## src/rtl/multicycle_controller.sv

```systemverilog
// Multicycle RV32IM control FSM. Walks BOOT -> IF -> ID -> EX -> (MEM) -> (WB)
// and back to IF, or parks in TRAP on an illegal encoding or an MU timeout.
// The instruction class and the ALU/MU/result-mux selects are captured at the
// end of ID. Every datapath control is decoded from that captured state. The
// only exceptions are the branch PC select and the store PC write, which
// follow br_taken and dmem_ready in the same cycle.
module multicycle_controller #(
  parameter int pcmux_N     = 3,
  parameter int ifuresctl_N = 2,
  parameter int EX_TIMEOUT  = 64
) (
  input  logic                           clk,
  input  logic                           rstn,
  input  logic [6:0]                     opcode,
  input  logic [2:0]                     func3,
  input  logic [1:0]                     func7b50,
  input  logic                           imem_ready,
  input  logic                           dmem_ready,
  input  logic                           ex_done,
  input  logic                           br_taken,
  output logic [$clog2(pcmux_N)-1:0]     pcmuxctl,
  output logic                           pcnextctl,
  output logic                           instrre,
  output logic                           regre,
  output logic                           regwe,
  output logic                           dmemre,
  output logic                           dmemwe,
  output logic [3:0]                     aluctl,
  output logic [1:0]                     mulctl,
  output logic [$clog2(ifuresctl_N)-1:0] ifuresctl,
  output logic                           ex_start,
  output logic                           illegal,
  output logic [2:0]                     state_o
);

  localparam int PCW = $clog2(pcmux_N);
  localparam int IFW = $clog2(ifuresctl_N);

  localparam logic [6:0] OP_R      = 7'b0110011;
  localparam logic [6:0] OP_I      = 7'b0010011;
  localparam logic [6:0] OP_LOAD   = 7'b0000011;
  localparam logic [6:0] OP_STORE  = 7'b0100011;
  localparam logic [6:0] OP_BRANCH = 7'b1100011;
  localparam logic [6:0] OP_JAL    = 7'b1101111;
  localparam logic [6:0] OP_JALR   = 7'b1100111;
  localparam logic [6:0] OP_LUI    = 7'b0110111;
  localparam logic [6:0] OP_AUIPC  = 7'b0010111;

  localparam logic [3:0] ALU_ADD   = 4'b0000;
  localparam logic [3:0] ALU_SUB   = 4'b1000;
  localparam logic [3:0] ALU_PASSB = 4'b1111;

  typedef enum logic [2:0] {
    S_IF   = 3'b000,
    S_ID   = 3'b001,
    S_EX   = 3'b010,
    S_MEM  = 3'b011,
    S_WB   = 3'b100,
    S_BOOT = 3'b101,
    S_TRAP = 3'b111
  } state_t;

  typedef enum logic [2:0] {
    C_ALU, C_LOAD, C_STORE, C_BRANCH, C_JAL, C_JALR
  } op_class_t;

  state_t           state;
  op_class_t        cls_q;
  logic [3:0]       alu_q;
  logic [1:0]       mul_q;
  logic [IFW-1:0]   ifu_q;
  logic             is_m_q;
  logic [6:0]       ex_cnt;

  op_class_t        dec_cls;
  logic [3:0]       dec_alu;
  logic [1:0]       dec_mul;
  logic [IFW-1:0]   dec_ifu;
  logic             dec_m;
  logic             dec_illegal;
  state_t           ex_next;

  // Instruction decode from the raw fields; only sampled at the end of ID.
  always_comb begin
    // NOTE: every output of a combinational block gets a default first, so no
    // path through the case can leave it unassigned and infer a latch.
    dec_cls     = C_ALU;
    dec_alu     = ALU_ADD;
    dec_mul     = '0;
    dec_ifu     = '0;
    dec_m       = 1'b0;
    dec_illegal = 1'b0;
    case (opcode)
      OP_R: begin
        dec_alu = {func7b50[1], func3};
        if (func7b50 == 2'b11) begin
          dec_illegal = 1'b1;
        end else if (func7b50[0]) begin
          // M extension: there is no divider, so divide/remainder traps.
          dec_m       = 1'b1;
          dec_mul     = func3[1:0];
          dec_ifu     = IFW'(1);
          dec_illegal = func3[2];
        end
      end
      OP_I:      dec_alu = {(func3 == 3'b101) & func7b50[1], func3};
      OP_LOAD:   dec_cls = C_LOAD;
      OP_STORE:  dec_cls = C_STORE;
      OP_BRANCH: begin
        dec_cls = C_BRANCH;
        dec_alu = ALU_SUB;
      end
      OP_JAL:    dec_cls = C_JAL;
      OP_JALR:   dec_cls = C_JALR;
      OP_LUI:    dec_alu = ALU_PASSB;
      OP_AUIPC:  dec_alu = ALU_ADD;
      default:   dec_illegal = 1'b1;
    endcase
  end

  // Successor of EX once the operation has finished.
  always_comb begin
    case (cls_q)
      C_LOAD, C_STORE: ex_next = S_MEM;
      C_BRANCH:        ex_next = S_IF;
      default:         ex_next = S_WB;
    endcase
  end

  // State sequencing, decode capture and the MU wait counter.
  always_ff @(posedge clk or negedge rstn) begin
    if (!rstn) begin
      // NOTE: sequential state uses non-blocking assignments so every register
      // samples pre-edge values regardless of statement order.
      state  <= S_BOOT;
      cls_q  <= C_ALU;
      alu_q  <= '0;
      mul_q  <= '0;
      ifu_q  <= '0;
      is_m_q <= 1'b0;
      ex_cnt <= '0;
    end else begin
      case (state)
        S_BOOT: state <= S_IF;
        S_IF:   if (imem_ready) state <= S_ID;
        S_ID: begin
          cls_q  <= dec_cls;
          alu_q  <= dec_alu;
          mul_q  <= dec_mul;
          ifu_q  <= dec_ifu;
          is_m_q <= dec_m;
          ex_cnt <= '0;
          state  <= dec_illegal ? S_TRAP : S_EX;
        end
        S_EX: begin
          ex_cnt <= ex_cnt + 7'd1;
          if (!is_m_q || ex_done)                   state <= ex_next;
          else if (ex_cnt == 7'(EX_TIMEOUT - 1))    state <= S_TRAP;
        end
        S_MEM:  if (dmem_ready) state <= (cls_q == C_LOAD) ? S_WB : S_IF;
        S_WB:   state <= S_IF;
        S_TRAP: state <= S_TRAP;
        default: state <= S_BOOT;
      endcase
    end
  end

  // Datapath controls decoded from the current state and captured decode.
  always_comb begin
    pcmuxctl  = '0;
    pcnextctl = 1'b0;
    instrre   = 1'b0;
    regre     = 1'b0;
    regwe     = 1'b0;
    dmemre    = 1'b0;
    dmemwe    = 1'b0;
    aluctl    = '0;
    mulctl    = '0;
    ifuresctl = '0;
    ex_start  = 1'b0;
    illegal   = 1'b0;
    case (state)
      S_IF: instrre = 1'b1;
      S_ID: regre   = 1'b1;
      S_EX: begin
        aluctl    = alu_q;
        mulctl    = mul_q;
        ifuresctl = ifu_q;
        ex_start  = is_m_q && (ex_cnt == '0);
        if (cls_q == C_BRANCH) begin
          pcnextctl = 1'b1;
          pcmuxctl  = br_taken ? PCW'(1) : '0;
        end
      end
      S_MEM: begin
        aluctl    = alu_q;
        mulctl    = mul_q;
        ifuresctl = ifu_q;
        dmemre    = (cls_q == C_LOAD);
        dmemwe    = (cls_q == C_STORE);
        pcnextctl = (cls_q == C_STORE) && dmem_ready;
      end
      S_WB: begin
        aluctl    = alu_q;
        mulctl    = mul_q;
        ifuresctl = ifu_q;
        regwe     = 1'b1;
        pcnextctl = 1'b1;
        case (cls_q)
          C_JAL:   pcmuxctl = PCW'(1);
          C_JALR:  pcmuxctl = PCW'(2);
          default: pcmuxctl = '0;
        endcase
      end
      S_TRAP: illegal = 1'b1;
      default: ;
    endcase
  end

  assign state_o = state;

endmodule

```

## config.mk

```make
export PLATFORM = sky130hd
export DESIGN_NAME = multicycle_controller
export DESIGN_NICKNAME = d
export VERILOG_FILES = /design/src/rtl/multicycle_controller.sv
export SDC_FILE = /design/constraint.sdc
export NUM_CORES = 1
export LEC_CHECK = 0
export CAP_MARGIN = 20
export CORE_ASPECT_RATIO = 0.9
export CORE_MARGIN = 3
export CORE_UTILIZATION = 43
export DETAILED_ROUTE_END_ITERATION = 12
export PLACE_DENSITY_LB_ADDON = 0.15
export SLEW_MARGIN = 20
export SYNTH_ARGS = -nofsm -noshare
export SYNTH_HDL_FRONTEND = slang
export SYNTH_SLANG_ARGS = --single-unit
```

## constraint.sdc

```tcl
create_clock -name clk -period 1.8 [get_ports clk]
set_input_delay 0.45 -clock clk [delete_from_list [all_inputs] [get_ports clk]]
set_output_delay 0.45 -clock clk [all_outputs]
set_load 0.01 [all_outputs]
```

### Word level (Yosys, flattened, before mapping)

Cells that the tools add are included.
Widths: inputs -> output; s select.

| storage, ports and cells | value |
|---|---|
| flip-flop bits (word level) | 20 |
| input bits | 18 |

| cells by class | value |
|---|---|
| add/subtract/negate cells | 1 |
| equal/unequal tests | 26 |
| multiplexer cells | 36 |
| bitwise gates (word level) | 1 |
| reduce and logical (&&, ||, !) cells | 12 |

Operators with widths:

| kind | count |
|---|---|
| $eq 7x6->1 const B | 4 |
| $eq 7x7->1 const B | 3 |
| $eq 3x3->1 const B | 6 |
| $mux 3 | 6 |
| $pmux 3 s6 | 1 |
| $mux 1 | 16 |
| $pmux 4 s4 | 1 |
| $pmux 3 s5 | 1 |
| $eq 7x5->1 const B | 2 |
| $pmux 7 s2 | 1 |
| $eq 3x2->1 const B | 4 |
| $mux 2 | 4 |
| $pmux 2 s2 | 2 |
| $reduce_or 8->1 | 1 |
| $add 7x1->7 const B | 1 |
| $eq 7x2->1 const B | 1 |
| $logic_not 7->1 | 1 |
| $eq 3x1->1 const B | 2 |
| $pmux 3 s2 | 1 |
| $mux 4 | 1 |
| $ne 2x2->1 const B | 2 |
| $reduce_or 2->1 | 2 |
| $logic_not 3->1 | 1 |
| $ne 3x3->1 const B | 1 |
| 10 further kinds | 11 |

### Depth between registers and ports, before layout

| logic depth | value |
|---|---|
| word-level depth | 5 |
| gate-level depth with buffers | 6 |
| depth with buffers taken out | 5 |

### Worst setup path after synthesis

Ideal clock, no wire load.

| path | value |
|---|---|
| path type | register to output |
| start point | register state[0] (netlist: state_o[0]) |
| end point | output port pcnextctl |
| arrival | 1.776 ns |
| setup slack | -0.426 ns |
| cell stages (with the launch flop) | 6 |
| buffers on the path | 1 |
| path through | dfstp_2 clkbuf_1 nand3b_1 nor4b_1 a21oi_1 nand2_1 |

| between the ends | value |
|---|---|
| cells in the longest elaborated chain, start to end | 2 |

Ends and longest elaborated chain:

| item | RTL line | text |
|---|---|---|
| start: declaration | 67 | `state_t state;` |
| start signal: assignment | 153 | `state <= dec_illegal ? S_TRAP : S_EX;` |
| start signal: assignment | 157 | `if (!is_m_q \|\| ex_done) state <= ex_next;` |
| start signal: assignment | 160 | `S_MEM: if (dmem_ready) state <= (cls_q == C_LOAD) ? S_WB : S_IF;` |
| $eq 3x3->1 / $eq 3x2->1 (equally long branches) | 182 | `case (state)` |
| $pmux 1 s3 (*) | 182 |  |
| end: declaration | 22 | `output logic pcnextctl,` |

Every way passes the cells marked *; elsewhere a longest branch is shown, timed or not.

### Final worst setup path

| path | value |
|---|---|
| start point | register state[2] (netlist: state_o[2]) |
| end point | output port pcmuxctl[0] |

| between the ends | value |
|---|---|
| cells in the longest elaborated chain, start to end | 2 |

Ends and longest elaborated chain:

| item | RTL line | text |
|---|---|---|
| $eq 3x3->1 / $eq 3x2->1 (equally long branches) | 182 |  |
| $pmux 2 s2 (*) | 182 |  |
| end: declaration | 21 | `output logic [$clog2(pcmux_N)-1:0] pcmuxctl,` |

Marked as above.

==> flow_summary.ini <==
[clock_tree]
htreeDepth = 1
cts.root.buffer_cell = clkbuf_4
clock_sinks = 20
cts_buffers = 3
clk_pin_slew_ps = 120
clock_tree.buffer_depth = 2
clk_latency_ps = 300
cts_tree = yes

[power]
power.density_mw_per_mm2 = 1200
clkPwrFrac_pct = 13.5
p_switching_uw = 1020
intPower_uw = 1700
p_comb_share_pct = 64.2
power_frac_seq_pct = 22.4
switching_share_pct = 37.7
p_leak_uw = 0.00104
peakVddDrop_mv = 0.771

[setup_path]
startpoint_type = flip-flop
critPathCaptureType = primary output
r2r_setup_slack_ps = -110
setup.worst_path.class = reg -> out
path_cells = inv_2 > nor3_4 > nand3b_1 > buf_4 > o22ai_2 > buf_2
worst_r2r_endpoint = cls_q[0]
r2r_cells = 6
slowest_stage = dfstp_2
crit_path_max_incr_delay_ps = 570
crit_fanout = 3
cp.arrival_ps = 1680
r2r_start = state_o[2]
crit_required_ps = 1350

[floorplan]
core_mm2 = 0.00284
die_area_mm2 = 0.00380
io_pins = 38
die_y_um = 58.8
die_w_um = 64.6
initial_core_util_pct = 46.9
rows = 18

[routing]
post_drt_via_cell_ratio = 5.72
firstDrtPassIters = 4
vias = 1601
wirelength_mm = 4.43
drt-wirelength-per-cell_um = 15.8
drc = 0
drtIter0Drc = 108
ant_nets = 0

[synthesis]
synthArstFlopShare_pct = 100
synth_edf_count = 0
muxShareOfSynthArea_pct = 0.753
synthXorXnorAreaFrac_pct = 0.659
synth_top_family_by_area = simple AND/OR/NAND/NOR gates
avgSynthCellArea_um2 = 8.42
synth-adder-area-share_pct = 1.88
synth_cell_type_count = 44
synth_compound_area_share_pct = 23.4
ys_seq_area_share_pct = 37.8
syn_inst = 158
synth_nets = 178
ys_warn_count = 0
syn-cell-area_mm2 = 0.00133
ys_seq_elements = 20
synth-simple-area-share_pct = 30.5
synthFlopType = dfrtp_1

[timing]
fmax_ghz = 0.470
fin_crit_sh_pct = 118
worst_slack_ps = -326
rsz0062_at_grt = true
max_slew_margin_pct = 77.2
tightest_slew_ps = 338
fin_crit_ps = 2130
drv_slew = 0
fin_worst_skew_ps = 1.24
finalSetupTns_ps = -3790
setup_viol = 17
finalHoldViolations = 0

[worst_hold_path]
hold_class = in -> async

[placement]
gp_congestion = 0.892
dp_slack_ps = -413
port_buffers = 37
dpl_cell_area_mm2 = 0.00201
hpwl_mm = 2.95

[outcome]
failed_checks = setup timing
status = finished with violations

[grt]
antenna_found_initial = 0
grt_overflow = 0
grt_pass1_vias = 1450
grt_use_total_pct = 21.6
grt_max_degree = 21
grt_pass1_wl_mm = 6.49

[cells_and_area]
multi_input_area_um2 = 870
fillers = 183
syn_to_final_growth_pct = 70.9
fin_util_pct = 80.1
final_area_mm2 = 0.00227
n_antenna_cell = 0
nNetsFinal = 261
drive_gt1_share_pct = 40.8
regArea_um2 = 504

[job]
max_cap_violations = 0
-- power groups by stage --
stage               combinational, uW  sequential [uW]  clock (uW)
floorplan                         607              633           0
global placement                 1130              611           0
detailed placement               1170              616           0
CTS                              1270              601         371
global route                     1860              621         396
finish                           1750              608         366
-- sequential cells by signal, indices dropped and copies added (netlist names) --
register,flops
ex_cnt,7
alu_q,4
cls_q,3
state_o,3
mul_q,2
is_m_q,1
-- per-layer routing --
layer / vias up / wire (um) / part of all wire, % / track usage, %
met4: 0 / 75 / 1.7 / 9.04
met2: 66 / 2220 / 50 / 36.6
met3: 10 / 277 / 6.3 / 3.44
met1: 778 / 1850 / 42 / 27.6
met5: - / 0 / 0 / 0
li1: 747 / - / - / -
-- per-stage QoR --
step | total power, uW | hold slack (ps) | cells
5_1_grt | 2880 | 498 | 280
6_report | 2720 | 466 | 280
4_1_cts | 2240 | 468 | 268
2_1_floorplan | 1240 | 154 | 158
3_5_place_dp | 1790 | 475 | 260
3_3_place_gp | 1740 | 462 | 260
-- worst max-delay path: cells and delay by family, from the launching register on --
kind,cells,cell delay [ps]
and+or+nand+nor,2,310
buffers and inverters,3,360
DFF,1,570
AOI/OAI and AO/OA,1,130
-- layout make-up --
class | instances | share of cell area (%)
repair buffers | 86 | 33.6
clock buffers | 3 | 0.991
flip-flops and latches | 20 | 22.2
inverters | 9 | 1.49
clock inverters | 1 | 1.32
well taps | 40 | 2.20
multi-input cells | 121 | 38.2
-- cells by family (layout without fill, tap and decap cells) --
kind of cell             Yosys count  in the layout
flip-flops                        20             20
AO/OA/AOI/OAI                     46             46
AND/OR/NAND/NOR                   71             71
adder cells (fa/ha/maj)            2              2
multiplexers                       1              1
XOR/XNOR                           1              1
buffers and inverters             17             99
-- what timing repair did --
item,4_1_cts,5_1_grt
setup buffers,4,14
hold buffers,0,0
pin swaps,6,6
cloned,0,1
gates resized for setup,85,31
setup endpoints to repair,24,27
-- how the worst max path moves through the flow --
stage	depth (start not counted)	startpoint	to	slack, ps
2_1_floorplan	5	state_o[0]	pcnextctl	-110
3_3_place_gp	6	state_o[2]	aluctl[3]	-370
3_5_place_dp	4	state_o[1]	pcmuxctl[0]	-410
4_1_cts	6	state_o[2]	pcnextctl	-300
5_1_grt	6	state_o[2]	pcmuxctl[0]	-390
6_report	6	state_o[2]	pcmuxctl[0]	-330
-- Yosys cell counts (2+ instances only) --
| library cell | number | share of area (%) |
|---|---|---|
| nor2b_1 | 8 | 3.8 |
| nand4_1 | 3 | 1.4 |
| o211ai_1 | 2 | 1.1 |
| ha_1 | 2 | 1.9 |
| nor4_1 | 2 | 0.94 |
| buf_2 | 2 | 0.75 |
| nor3_1 | 7 | 2.6 |
| a211oi_1 | 2 | 1.1 |
| dfrtp_1 | 18 | 34 |
| and3_1 | 4 | 1.9 |
| a21o_1 | 2 | 1.1 |
| nor3b_1 | 2 | 1.1 |
| nand3_1 | 4 | 1.5 |
| clkbuf_1 | 6 | 1.7 |
| inv_1 | 9 | 2.5 |
| o31ai_1 | 4 | 2.3 |
| dfstp_2 | 2 | 4.0 |
| nand2_1 | 16 | 4.5 |
| nand3b_1 | 3 | 1.7 |
| a22o_1 | 3 | 2.0 |
| and4b_1 | 2 | 1.5 |
| nand2b_1 | 4 | 1.9 |
| nor2_1 | 8 | 2.3 |
| o21ai_0 | 15 | 5.6 |
| a21oi_1 | 9 | 3.4 |
-- cells in the final DEF, fill, tap and decap left out, types with 6 or more instances in the layout --
cell	instances
buf_6	13
dfrtp_1	17
nor2_1	6
inv_1	7
buf_2	12
buf_4	39
a21oi_1	8
clkdlybuf4s50_1	17
o21ai_0	13
nand2_1	16
No activity file was read; power rests on OpenSTA's default activity.
